--- config.mk ---
export PLATFORM = sky130hd
export DESIGN_NAME = led_pwm_fader
export DESIGN_NICKNAME = d
export VERILOG_FILES = /design/src/rtl/led_pwm_fader.sv
export SDC_FILE = /design/constraint.sdc
export NUM_CORES = 1
export LEC_CHECK = 0
export CORE_ASPECT_RATIO = 0.9
export CORE_MARGIN = 2
export CORE_UTILIZATION = 43
export CTS_CLUSTER_SIZE = 20
export DETAILED_ROUTE_END_ITERATION = 10
export PLACE_DENSITY_LB_ADDON = 0.05
export SLEW_MARGIN = 5
export SYNTH_ARGS = -nofsm -noshare
export SYNTH_HDL_FRONTEND = slang
export SYNTH_SLANG_ARGS = --single-unit
--- constraint.sdc ---
create_clock -name clk -period 2.35 [get_ports clk]
set_input_delay 0.3525 -clock clk [delete_from_list [all_inputs] [get_ports clk]]
set_output_delay 0.3525 -clock clk [all_outputs]
set_load 0.05 [all_outputs]
--- src/rtl/led_pwm_fader.sv ---
// rtl/led_pwm_fader.sv - per-LED PWM fader with saturating ramp FSMs; LED_PWM_FADER_GAMMA_EN selects a squared duty curve
module led_pwm_fader #(
    parameter int NUM_LEDS  = 4,
    parameter int PWM_BITS  = 8,
    parameter int STEP_DIV  = 16,
    parameter int RAMP_STEP = 16
) (
    input  logic                clk,
    input  logic                reset,
    input  logic                enable,
    input  logic [NUM_LEDS-1:0] leds_in,
    output logic [NUM_LEDS-1:0] pwm_out,
    output logic [NUM_LEDS-1:0] busy,
    output logic                period_start
);

    localparam logic [PWM_BITS-1:0] MAX       = '1;
    localparam int                  SW        = (STEP_DIV > 1) ? $clog2(STEP_DIV) : 1;
    localparam logic [SW-1:0]       STEP_LAST = SW'(STEP_DIV - 1);
    localparam logic [PWM_BITS:0]   STEP_W    = (PWM_BITS + 1)'(RAMP_STEP);
    localparam logic [PWM_BITS:0]   MAX_W     = {1'b0, MAX};

    typedef enum logic [1:0] {S_OFF, S_UP, S_ON, S_DOWN} state_t;

    state_t              state    [NUM_LEDS];
    logic [PWM_BITS-1:0] level    [NUM_LEDS];
    logic [PWM_BITS-1:0] level_up [NUM_LEDS];
    logic [PWM_BITS-1:0] level_dn [NUM_LEDS];
    logic [PWM_BITS-1:0] duty     [NUM_LEDS];
    logic [PWM_BITS:0]   up_sum   [NUM_LEDS];
    logic [PWM_BITS:0]   dn_diff  [NUM_LEDS];
`ifdef LED_PWM_FADER_GAMMA_EN
    logic [2*PWM_BITS-1:0] level_sq [NUM_LEDS];
`endif

    logic [NUM_LEDS-1:0] leds_q;
    logic [PWM_BITS-1:0] pwm_cnt;
    logic [SW-1:0]       step_cnt;
    logic                wrap;
    logic                ramp_tick;

    // A wrap only happens while running, so ticks never fire when frozen
    assign wrap      = enable && (pwm_cnt == MAX);
    assign ramp_tick = wrap && (step_cnt == STEP_LAST);

    // Input sampling, PWM period counter and ramp prescaler
    always_ff @(posedge clk or posedge reset) begin
        if (reset) begin
            leds_q       <= '0;
            pwm_cnt      <= '0;
            step_cnt     <= '0;
            period_start <= 1'b0;
        end else begin
            leds_q       <= leds_in;
            period_start <= wrap;
            if (enable)
                pwm_cnt <= pwm_cnt + 1'b1;
            if (wrap)
                step_cnt <= (step_cnt == STEP_LAST) ? '0 : step_cnt + 1'b1;
        end
    end

    // Saturating next levels (one extra bit catches overflow and borrow) and duty mapping
    always_comb begin
        for (int i = 0; i < NUM_LEDS; i++) begin
            up_sum[i]   = {1'b0, level[i]} + STEP_W;
            dn_diff[i]  = {1'b0, level[i]} - STEP_W;
            level_up[i] = (up_sum[i] > MAX_W) ? MAX : up_sum[i][PWM_BITS-1:0];
            level_dn[i] = dn_diff[i][PWM_BITS] ? '0 : dn_diff[i][PWM_BITS-1:0];
`ifdef LED_PWM_FADER_GAMMA_EN
            level_sq[i] = {{PWM_BITS{1'b0}}, level[i]} * {{PWM_BITS{1'b0}}, level[i]};
            duty[i]     = PWM_BITS'(level_sq[i] >> PWM_BITS);
`else
            duty[i]     = level[i];
`endif
        end
    end

    // Per-channel ramp FSM; a reversal takes priority over a tick in the same cycle
    always_ff @(posedge clk or posedge reset) begin
        if (reset) begin
            busy <= '0;
            for (int i = 0; i < NUM_LEDS; i++) begin
                state[i] <= S_OFF;
                level[i] <= '0;
            end
        end else begin
            for (int i = 0; i < NUM_LEDS; i++) begin
                case (state[i])
                    S_OFF: begin
                        if (leds_q[i]) begin
                            state[i] <= S_UP;
                            busy[i]  <= 1'b1;
                        end
                    end
                    S_UP: begin
                        if (!leds_q[i]) begin
                            state[i] <= S_DOWN;
                        end else if (level[i] == MAX) begin
                            state[i] <= S_ON;
                            busy[i]  <= 1'b0;
                        end else if (ramp_tick) begin
                            level[i] <= level_up[i];
                            if (level_up[i] == MAX) begin
                                state[i] <= S_ON;
                                busy[i]  <= 1'b0;
                            end
                        end
                    end
                    S_ON: begin
                        if (!leds_q[i]) begin
                            state[i] <= S_DOWN;
                            busy[i]  <= 1'b1;
                        end
                    end
                    S_DOWN: begin
                        if (leds_q[i]) begin
                            state[i] <= S_UP;
                        end else if (level[i] == '0) begin
                            state[i] <= S_OFF;
                            busy[i]  <= 1'b0;
                        end else if (ramp_tick) begin
                            level[i] <= level_dn[i];
                            if (level_dn[i] == '0) begin
                                state[i] <= S_OFF;
                                busy[i]  <= 1'b0;
                            end
                        end
                    end
                    default: begin
                        state[i] <= S_OFF;
                        busy[i]  <= 1'b0;
                    end
                endcase
            end
        end
    end

    // PWM compare, one clock behind pwm_cnt; full level is solid on, frozen output is off
    always_ff @(posedge clk or posedge reset) begin
        if (reset) begin
            pwm_out <= '0;
        end else begin
            for (int i = 0; i < NUM_LEDS; i++)
                pwm_out[i] <= enable && ((level[i] == MAX) || (pwm_cnt < duty[i]));
        end
    end

endmodule

==> flow_metrics.py, run 1 <==
metrics = {
    "critical_path": {
        "max_stage_delay_ps": 470,
        "r2r_end": "state[7]",
        "regToRegSetupSlack_ps": 110,
        "critPathMaxFanout": 5,
        "critPathLaunch": "duty[29]",
        "arrival_ps": 2450,
        "critical_path_class": "reg -> reg",
        "reg2regPathDepth": 8,
        "endpoint_kind": "flop",
        "slowest_stage": "or3b_2",
        "start_kind": "flop",
        "worstPathRequired_ps": 2560,
        "worstPathCellList": "inv_1 > ha_1 > or3b_2 > o21ai_2 > a31oi_2 > or3_4 > nand2_2 > mux2_4",
        "r2r_start": "duty[29]",
    },
    "sta": {
        "layout_min_cycle_time_ps": 2240,
        "slew_headroom_pct": 66.88,
        "worstMarginPinSlew_ps": 492.2,
        "clock.fmax_ghz": 0.4465,
        "drv_slew": 0,
        "hold_viol": 0,
        "setup_viol": 0,
        "rsz0062_at_grt": "false",
        "post-route-period-util_pct": 95.31,
        "whs_ps": 365.6,
        "setup_ws_ps": 110.2,
        "skew_ps": 9.775,
    },
    "floorplan": {
        "initial_core_util_pct": 44.28,
        "fp.dieH_um": 104.5,
        "die_w_um": 115.7,
        "dieArea_mm2": 0.01209,
        "pin_count": 16,
        "fp.coreArea_mm2": 0.01090,
        "rows": 36,
    },
    "yosys": {
        "synthArstFlopShare_pct": 100.0,
        "synth_cell_types": 74,
        "synth_seq_cells": 65,
        "synthTopCellsByArea": "dfrtp_1 (34%), ha_1 (16%), o21ai_0 (3.8%)",
        "synth-edff-count": 0,
        "ys.warnings.count": 0,
        "synth_top_area_cell": "dfrtp_1",
        "syn_nets": 580,
        "yosys.area.top_type_share_pct": 33.70,
        "syn_area_mm2": 0.004827,
        "yosysSeqAreaShare_pct": 33.70,
        "synthCells": 512,
        "syn_area_per_cell_um2": 9.428,
        "ys.flop_type": "dfrtp_1",
    },
    "drt": {
        "avgViaCountPerCell": 5.468,
        "drt_iter0_drc": 228,
        "drtAntennaViolNets": 0,
        "dr.pass1.iters": 5,
        "drc_errors": 0,
        "via_count": 3948,
        "wl_per_cell_um": 14.94,
        "wl_um": 10790,
    },
    "clock_tree": {
        "clock_path_buffers": 2,
        "clock_tree.root_cell": "clkbuf_16",
        "cts_tree": "done",
        "clk_latency_ps": 340,
        "post_cts_buffers": 0,
        "cts.reportedPaths.clkPinSlew_ps": 60,
        "cts_made_buffers": 9,
        "cts_sinks": 65,
        "htreeDepth": 3,
    },
    "global_route": {
        "grt_start_max_net_pins": 27,
        "overflow": 0,
        "grt_pass1_wl_um": 18660,
        "grt_pass1_vias": 3851,
        "grt_usage_pct": 19.23,
        "grt_antenna_before_repair": 0,
    },
    "final_layout": {
        "final_util_pct": 52.71,
        "antenna_cells": 0,
        "fin_nets": 633,
        "layout-drive-gt1-share_pct": 16.49,
        "area_delta_synth_final_pct": 19.03,
        "final_cell_area_mm2": 0.005746,
        "fin_cells": 722,
    },
    "place": {
        "dpl-instance-area_mm2": 0.005423,
        "gp_congestion": 0.8455,
        "place_inst": 706,
        "dpl.hpwl_um": 8146,
        "place_ws_ps": -20.67,
        "port_buffers": 15,
    },
    "outcome": {
        "status": "complete, no violations",
    },
    "worst_hold_path": {
        "hp-class": "in -> async",
    },
    "job": {
        "cap_violations": 0,
    },
    "power_and_ir_drop": {
        "peakVddDrop_uv": 602.3,
        "power_density_mw_per_mm2": 897.0,
        "power_leakage_nw": 2.650,
    },
}
Yosys cell counts, drive strengths merged (4+ instances only):
cell type	count
mux2i	5
o32a	4
o22ai	4
a31oi	5
buf	10
a211oi	8
a21oi	16
a21o	10
mux2	7
o21ai	40
o211a	4
clkbuf	5
nor2	27
o31ai	7
xor2	4
nor3b	8
nor2b	6
nand2b	8
and3	5
a41o	4
o22a	9
nor4	6
ha	61
dfrtp	65
nand2	36
nand4	11
inv	44
nand3	12
or3	4
nor3	15
a21boi	11
xnor2	10
o21a	7
cells in the final DEF (no fill, tap or decap), types with 5 or more instances in the layout:
master           count
a211oi_1             8
a21boi_0             9
a21o_1               9
a21oi_1             15
and3_1               5
buf_4               40
clkbuf_16            9
clkdlybuf4s50_1     15
dfrtp_1             63
ha_1                61
inv_1               42
mux2i_1              5
nand2_1             34
nand2b_1             8
nand3_1             12
nand4_1              9
nor2_1              25
nor2b_1              5
nor3_1              13
nor3b_1              5
nor4_1               6
o21a_1               7
o21ai_0             36
o22a_1               8
o31ai_1              7
xnor2_1             10
power breakdown:
part	internal, mW	leakage, nW	total, mW	switching, mW
logic	1.05	1.70	2.35	1.29
registers	1.32	0.798	1.47	0.156
clock network	0.841	0.148	1.34	0.496
worst max-delay path, delay by kind of cell (launching register included):
kind | cells | cell delay (ps)
and+or+nand+nor | 3 | 890
DFF | 1 | 440
muxes | 1 | 290
AOI/OAI and AO/OA | 2 | 200
adders and majority gates | 1 | 150
buffers and inverters | 1 | 140
cells by family after synthesis:
| kind of cell | after synthesis | share of synthesized area (%) |
|---|---|---|
| xor+xnor | 14 | 2.540 |
| buf+inv | 60 | 5.262 |
| mux | 12 | 2.747 |
| flops | 65 | 33.70 |
| fa+ha+maj | 64 | 16.43 |
| simple gates | 145 | 16.77 |
| compound gates | 152 | 22.55 |
per-stage QoR:
stage	setup TNS, ps	total power [mW]
floorplan	0	3.126
global placement	0	3.790
finish	0	5.154
global route	0	5.576
detailed placement	-20.67	3.833
CTS	0	5.207
layer usage:
layer | GRT usage, % | vias up | part of all wire (%)
met2 | 29.49 | 56 | 46
met1 | 26.96 | 1884 | 49
li1 | - | 1992 | -
met3 | 5.012 | 16 | 3.0
met5 | 0 | - | 0
met4 | 4.932 | 0 | 1.5
cell type report:
type	count	area (um2)
Fill cell	1012	5155
Clock inverter	6	57.56
Sequential cell	65	1629
Timing Repair Buffer	57	490.5
Inverter	45	168.9
Multi-Input combinational cell	387	2970
Clock buffer	10	239.0
Tap cell	152	190.2
worst max-delay path by stage:
stage / to / slack (ps) / depth (start not counted)
6_report: state[7] / 110 / 8
5_1_grt: state[3] / 1 / 8
4_1_cts: duty[0] / 80 / 8
3_5_place_dp: state[3] / -20 / 8
3_3_place_gp: state[3] / 30 / 8
2_1_floorplan: state[3] / 180 / 8
timing repair:
action,in CTS,in global routing
setup endpoints to repair,0,9
hold buffers,0,0
gates resized for setup,0,10
hold endpoints to repair,0,0
registers in the layout (all words and copies together) (netlist names):
register      cells
duty             32
pwm_cnt           8
state             8
busy              4
leds_q            4
pwm_out           4
step_cnt          4
period_start      1
(Power assumes the default switching activity.)
==> run 2: changes to the inputs <==
Settings changed: ABC_AREA from default to 1, HOLD_SLACK_MARGIN from default to 0.12, PLACE_DENSITY from default to 0.57, PLACE_DENSITY_LB_ADDON 0.05 to default.
==> flow_metrics.py, run 2 <==
metrics = {
    "final_layout": {
        "fin_cells": 937,
        "layout_commonest_cell": "nand2_1",
        "multiInputGateArea_mm2": 0.003139,
        "regArea_mm2": 0.001627,
        "antenna_cells": 0,
        "fill_cells": 1219,
        "largest_register_ffs": 32,
        "mostFrequentLayoutCells": "nand2_1 (194), inv_1 (107), dfrtp_1 (65)",
        "fin_nets": 840,
        "area_delta_synth_final_pct": 13.07,
        "layout-drive-gt1-share_pct": 6.306,
    },
    "yosys": {
        "synth-edff-count": 0,
        "ys.warnings.count": 0,
        "yosysMostFrequentCell": "nand2_1",
        "synth_commonest_cells": "nand2_1 (194), inv_1 (108), dfrtp_1 (65)",
        "yosysSeqAreaShare_pct": 30.95,
        "syn_area_mm2": 0.005256,
        "synth_top_area_cell": "dfrtp_1",
        "syn_nets": 812,
        "synth_seq_cells": 65,
        "yosys.area.top_type_share_pct": 30.95,
        "syn_area_per_cell_um2": 7.065,
        "synthTopCellsByArea": "dfrtp_1 (31%), ha_1 (15%), nand2_1 (14%)",
        "synth_cell_types": 33,
        "ys.flop_type": "dfrtp_1",
        "synthCells": 744,
        "synthArstFlopShare_pct": 100.0,
    },
    "drt": {
        "wl_per_cell_um": 13.07,
        "avgViaCountPerCell": 5.153,
        "wl_um": 12250,
        "dr.pass1.iters": 5,
        "drtAntennaViolNets": 0,
        "via_count": 4828,
        "drt_iter0_drc": 310,
        "drc_errors": 0,
    },
    "floorplan": {
        "dieArea_mm2": 0.01313,
        "initial_core_util_pct": 43.87,
        "pin_count": 16,
        "die_w_um": 120.5,
        "fp.coreArea_mm2": 0.01198,
        "rows": 38,
        "fp.dieH_um": 108.9,
    },
    "global_route": {
        "grt_usage_pct": 20.45,
        "grt_start_max_net_pins": 53,
        "overflow": 0,
        "grt_pass1_vias": 4552,
        "grt_antenna_before_repair": 0,
        "grt_pass1_wl_um": 21290,
    },
    "critical_path": {
        "worstPathRequired_ps": 2610,
        "r2r_start": "pwm_cnt[1]",
        "reg2regPathDepth": 10,
        "arrival_ps": 2410,
        "critical_path_class": "reg -> reg",
        "start_kind": "flop",
        "endpoint_kind": "flop",
        "critPathMaxFanout": 6,
        "critPathLaunch": "pwm_cnt[1]",
        "r2r_end": "duty[1]",
        "regToRegSetupSlack_ps": 200,
    },
    "clock_tree": {
        "post_cts_buffers": 0,
        "hold_buffers": 0,
        "clk_latency_ps": 340,
        "cts_tree": "done",
        "cts_resized": 0,
        "cts.reportedPaths.clkPinSlew_ps": 60,
        "clock_path_buffers": 2,
        "htreeDepth": 3,
        "cts_sinks": 65,
        "cts_made_buffers": 9,
        "clock_tree.root_cell": "clkbuf_16",
    },
    "place": {
        "gp_congestion": 0.8602,
        "place_ws_ps": 57.50,
        "place_inst": 921,
        "dpl.hpwl_um": 9271,
        "port_buffers": 15,
    },
    "sta": {
        "clock.fmax_ghz": 0.4660,
        "setup_ws_ps": 204.1,
        "setup_viol": 0,
        "setup_tns_ps": 0,
        "hold_viol": 0,
        "skew_ps": 6.010,
        "layout_min_cycle_time_ps": 2146,
        "rsz0062_at_grt": "false",
        "worstMarginPinSlew_ps": 504.4,
        "drv_slew": 0,
        "post-route-period-util_pct": 91.32,
        "slew_headroom_pct": 66.27,
    },
    "worst_hold_path": {
        "hp-class": "in -> async",
    },
    "power_and_ir_drop": {
        "power_leakage_nw": 3.084,
        "peakVddDrop_uv": 707.7,
        "power_density_mw_per_mm2": 1422,
        "total_power_mw": 8.453,
    },
    "job": {
        "cap_violations": 0,
    },
    "outcome": {
        "status": "complete, no violations",
    },
}
[run 2: cell types whose count changed after synthesis, sizes merged, moves of 9 or more]
cell and delta:
a21oi +16, a21boi -9, nor2 +38, a21o -10
nand2 +161, o22a -9, inv +64, o21ai +36
nand3 +47, nand4 +12
[run 2: kinds of logic (layout without fill, tap and decap cells)]
kind of cell               count (synthesis)  after routing  synth area share [%]
DFF                                       65             65                 30.95
adders and majority gates                 61             61                 14.52
and+or+nand+nor                          358            358                 29.75
buffers and inverters                    122            155                 9.331
AOI/OAI and AO/OA                        124            124                 13.12
xor gates and xnor gates                  14             14                 2.333
[run 2: final cells by class]
cell class	instances	area share, %
clock inverter	3	0.2526
clock buffer	13	4.379
tap	160	3.368
inverter	109	6.968
multi-input combinational	557	52.82
timing repair buffer	30	4.842
sequential	65	27.37
[run 2: through the flow]
stage	area (um2)	util, %	hold WS [ps]
5_1_grt	5943	49.60	320.4
2_1_floorplan	5256	-	383.9
3_5_place_dp	5668	47.31	467.0
3_3_place_gp	5668	47.31	459.3
6_report	5943	49.60	289.9
4_1_cts	5943	49.60	294.8
[run 2: worst max path at each step]
stage                   end  slack, ps  cells after the start
floorplan           busy[0]        370                      1
CTS                 duty[1]        190                     10
finish              duty[1]        200                     10
global route        duty[1]         40                     10
global placement    duty[1]        150                     10
detailed placement  duty[2]         60                     10
[run 2: report_power, final]
part | total [mW] | switching, mW | internal, mW | leakage, nW
clock network | 1.26 | 0.496 | 0.766 | 0.139
logic | 5.05 | 3.19 | 1.87 | 2.13
registers | 2.14 | 0.555 | 1.58 | 0.812
[run 2: worst max-delay path: stages, from the launching register on]
cell and delay (ps):
dfrtp_1 510, ha_1 220, nand2_2 80, nor2_4 140, nand3_4 120, nor2_4 230, buf_12 150, a21oi_2 70
nor3_4 260, nand2_2 130, a21oi_1 160
[run 2: routing by layer]
layer | global-route usage (%) | part of all wire, % | vias up
met5 | 0 | 0 | -
met4 | 5.316 | 1.4 | 0
met3 | 5.178 | 4.2 | 15
met2 | 32.97 | 45 | 96
met1 | 27.53 | 50 | 2224
li1 | - | - | 2493
==> run 3: changes to the inputs <==
Settings changed: CORE_UTILIZATION 43 to 45, PLACE_DENSITY 0.57 to 0.6, SKIP_LAST_GASP from default to 1.
==> flow_metrics.py, run 3 (synthesized netlist as in run 2, its figures left out) <==
metrics = {
    "critical_path": {
        "reg2regPathDepth": 10,
        "critPathLaunch": "pwm_cnt[1]",
        "r2r_end": "duty[2]",
        "max_stage_delay_ps": 510,
        "critical_path_class": "reg -> reg",
        "worstPathRequired_ps": 2610,
        "regToRegSetupSlack_ps": 210,
        "endpoint": "duty[2]",
        "critPathMaxFanout": 6,
        "worstPathCellList": "ha_1 > nand2_2 > nor2_4 > nand3_4 > nor2_4 > buf_4 > a21oi_2 > nor3_4 > nand2_2 > a21oi_1",
        "r2r_start": "pwm_cnt[1]",
        "arrival_ps": 2400,
        "cp_top_family": "simple AND/OR/NAND/NOR gates",
        "start_kind": "flop",
        "endpoint_kind": "flop",
        "slowest_stage": "dfrtp_1",
        "crit_buf_inv": 1,
        "path_depth": 10,
    },
    "global_route": {
        "grt_start_max_net_pins": 48,
        "grt_antenna_before_repair": 0,
        "overflow": 0,
        "grt_pass1_vias": 4774,
        "grt_usage_pct": 21.67,
        "grt_pass1_wl_um": 22000,
    },
    "drt": {
        "drtAntennaViolNets": 0,
        "dr.pass1.iters": 5,
        "via_count": 4904,
        "drt_iter0_drc": 372,
        "avgViaCountPerCell": 5.256,
        "wl_um": 12690,
        "wl_per_cell_um": 13.60,
        "drc_errors": 0,
    },
    "sta": {
        "skew_ps": 4.944,
        "post-route-period-util_pct": 91.04,
        "worstMarginPinSlew_ps": 505.2,
        "setup_tns_ps": 0,
        "layout_min_cycle_time_ps": 2139,
        "drv_slew": 0,
        "slew_headroom_pct": 66.21,
        "hold_viol": 0,
        "setup_viol": 0,
        "rsz0062_at_grt": "false",
        "clock.fmax_ghz": 0.4674,
    },
    "job": {
        "cap_violations": 0,
    },
    "place": {
        "place_inst": 917,
        "dpl.hpwl_um": 9601,
        "port_buffers": 15,
        "gp_congestion": 0.8916,
    },
    "clock_tree": {
        "cts_made_buffers": 9,
        "cts_sinks": 65,
        "clk_latency_ps": 340,
        "htreeDepth": 3,
        "cts_resized": 0,
        "clock_path_buffers": 2,
        "cts.reportedPaths.clkPinSlew_ps": 50,
        "post_cts_buffers": 0,
        "cts_tree": "done",
        "clock_tree.root_cell": "clkbuf_16",
        "hold_buffers": 0,
    },
    "floorplan": {
        "fp.dieH_um": 106.5,
        "pin_count": 16,
        "die_w_um": 117.9,
        "fp.coreArea_mm2": 0.01143,
        "dieArea_mm2": 0.01256,
        "rows": 37,
        "initial_core_util_pct": 45.97,
    },
    "outcome": {
        "status": "complete, no violations",
    },
    "final_layout": {
        "layout_commonest_cell": "nand2_1",
        "fin_cells": 933,
        "antenna_cells": 0,
        "regArea_mm2": 0.001627,
        "largest_register_ffs": 32,
        "multiInputGateArea_mm2": 0.003139,
        "layout-drive-gt1-share_pct": 6.435,
        "area_delta_synth_final_pct": 13.09,
        "fill_cells": 1118,
        "mostFrequentLayoutCells": "nand2_1 (194), inv_1 (107), dfrtp_1 (65)",
        "fin_nets": 840,
    },
    "power_and_ir_drop": {
        "p_sw_share_pct": 50.30,
        "p_clk_share_pct": 15.6,
        "peakVddDrop_uv": 616.8,
        "seq_power_share_pct": 24.7,
        "internal_power_mw": 4.279,
        "power_density_mw_per_mm2": 1448,
        "power_leakage_nw": 3.091,
        "comb_power_share_pct": 59.7,
        "power_switching_mw": 4.330,
    },
    "worst_hold_path": {
        "hp-class": "in -> async",
    },
}
==> run 3: cell types whose count changed in the layout (fill, tap and decap cells not counted), sizes merged <==
cell,delta
clkbuf,+1
clkinv,-1
==> run 3: per-layer routing <==
layer  GRT usage, %  part of all wire (%)  vias up
met1          29.08                    48     2302
met4          6.713                   1.3        0
met5              0                     0        -
met2          35.17                    46      104
met3          4.506                   4.5       14
li1               -                     -     2484
==> run 3: how the worst min path moves through the flow <==
stage          slack (ps)  cells after the start          end        start
2_1_floorplan         380                      0    leds_q[0]   leds_in[0]
3_3_place_gp          460                      1  step_cnt[3]  step_cnt[3]
3_5_place_dp          470                      1  step_cnt[3]  step_cnt[3]
4_1_cts               360                      2      duty[6]        reset
5_1_grt               400                      2      duty[6]        reset
6_report              340                      2      duty[4]        reset
==> run 3: cell type report <==
| type | count | share of cell area, % |
|---|---|---|
| multi-input cells | 557 | 52.81 |
| flip-flops and latches | 65 | 27.36 |
| inverters | 109 | 6.967 |
| clock buffers | 14 | 4.778 |
| repair buffers | 30 | 4.631 |
| well taps | 156 | 3.284 |
| clock inverters | 2 | 0.1684 |
==> run 3: per-stage QoR <==
| step | util (%) | setup slack [ps] | hold WS (ps) | cell area [um2] | power (mW) |
|---|---|---|---|---|---|
| 5_1_grt | 51.99 | 7.822 | 404.2 | 5944 | 9.550 |
| 6_report | 51.99 | 210.6 | 342.5 | 5944 | 8.609 |
| 3_5_place_dp | 49.41 | 90.91 | 466.6 | 5650 | 7.222 |
| 3_3_place_gp | 49.41 | 157.8 | 456.8 | 5650 | 7.045 |
| 4_1_cts | 51.99 | 216.1 | 355.4 | 5944 | 8.626 |
| 2_1_floorplan | - | 371.0 | 383.9 | 5256 | 5.934 |
==> run 3: power by group through the flow <==
| stage | combinational, mW | clock (mW) | sequential (mW) |
|---|---|---|---|
| floorplan | 3.76 | 0 | 2.17 |
| global placement | 4.94 | 0 | 2.11 |
| detailed placement | 5.09 | 0 | 2.13 |
| CTS | 5.13 | 1.38 | 2.12 |
| global route | 5.93 | 1.42 | 2.20 |
| finish | 5.14 | 1.34 | 2.13 |
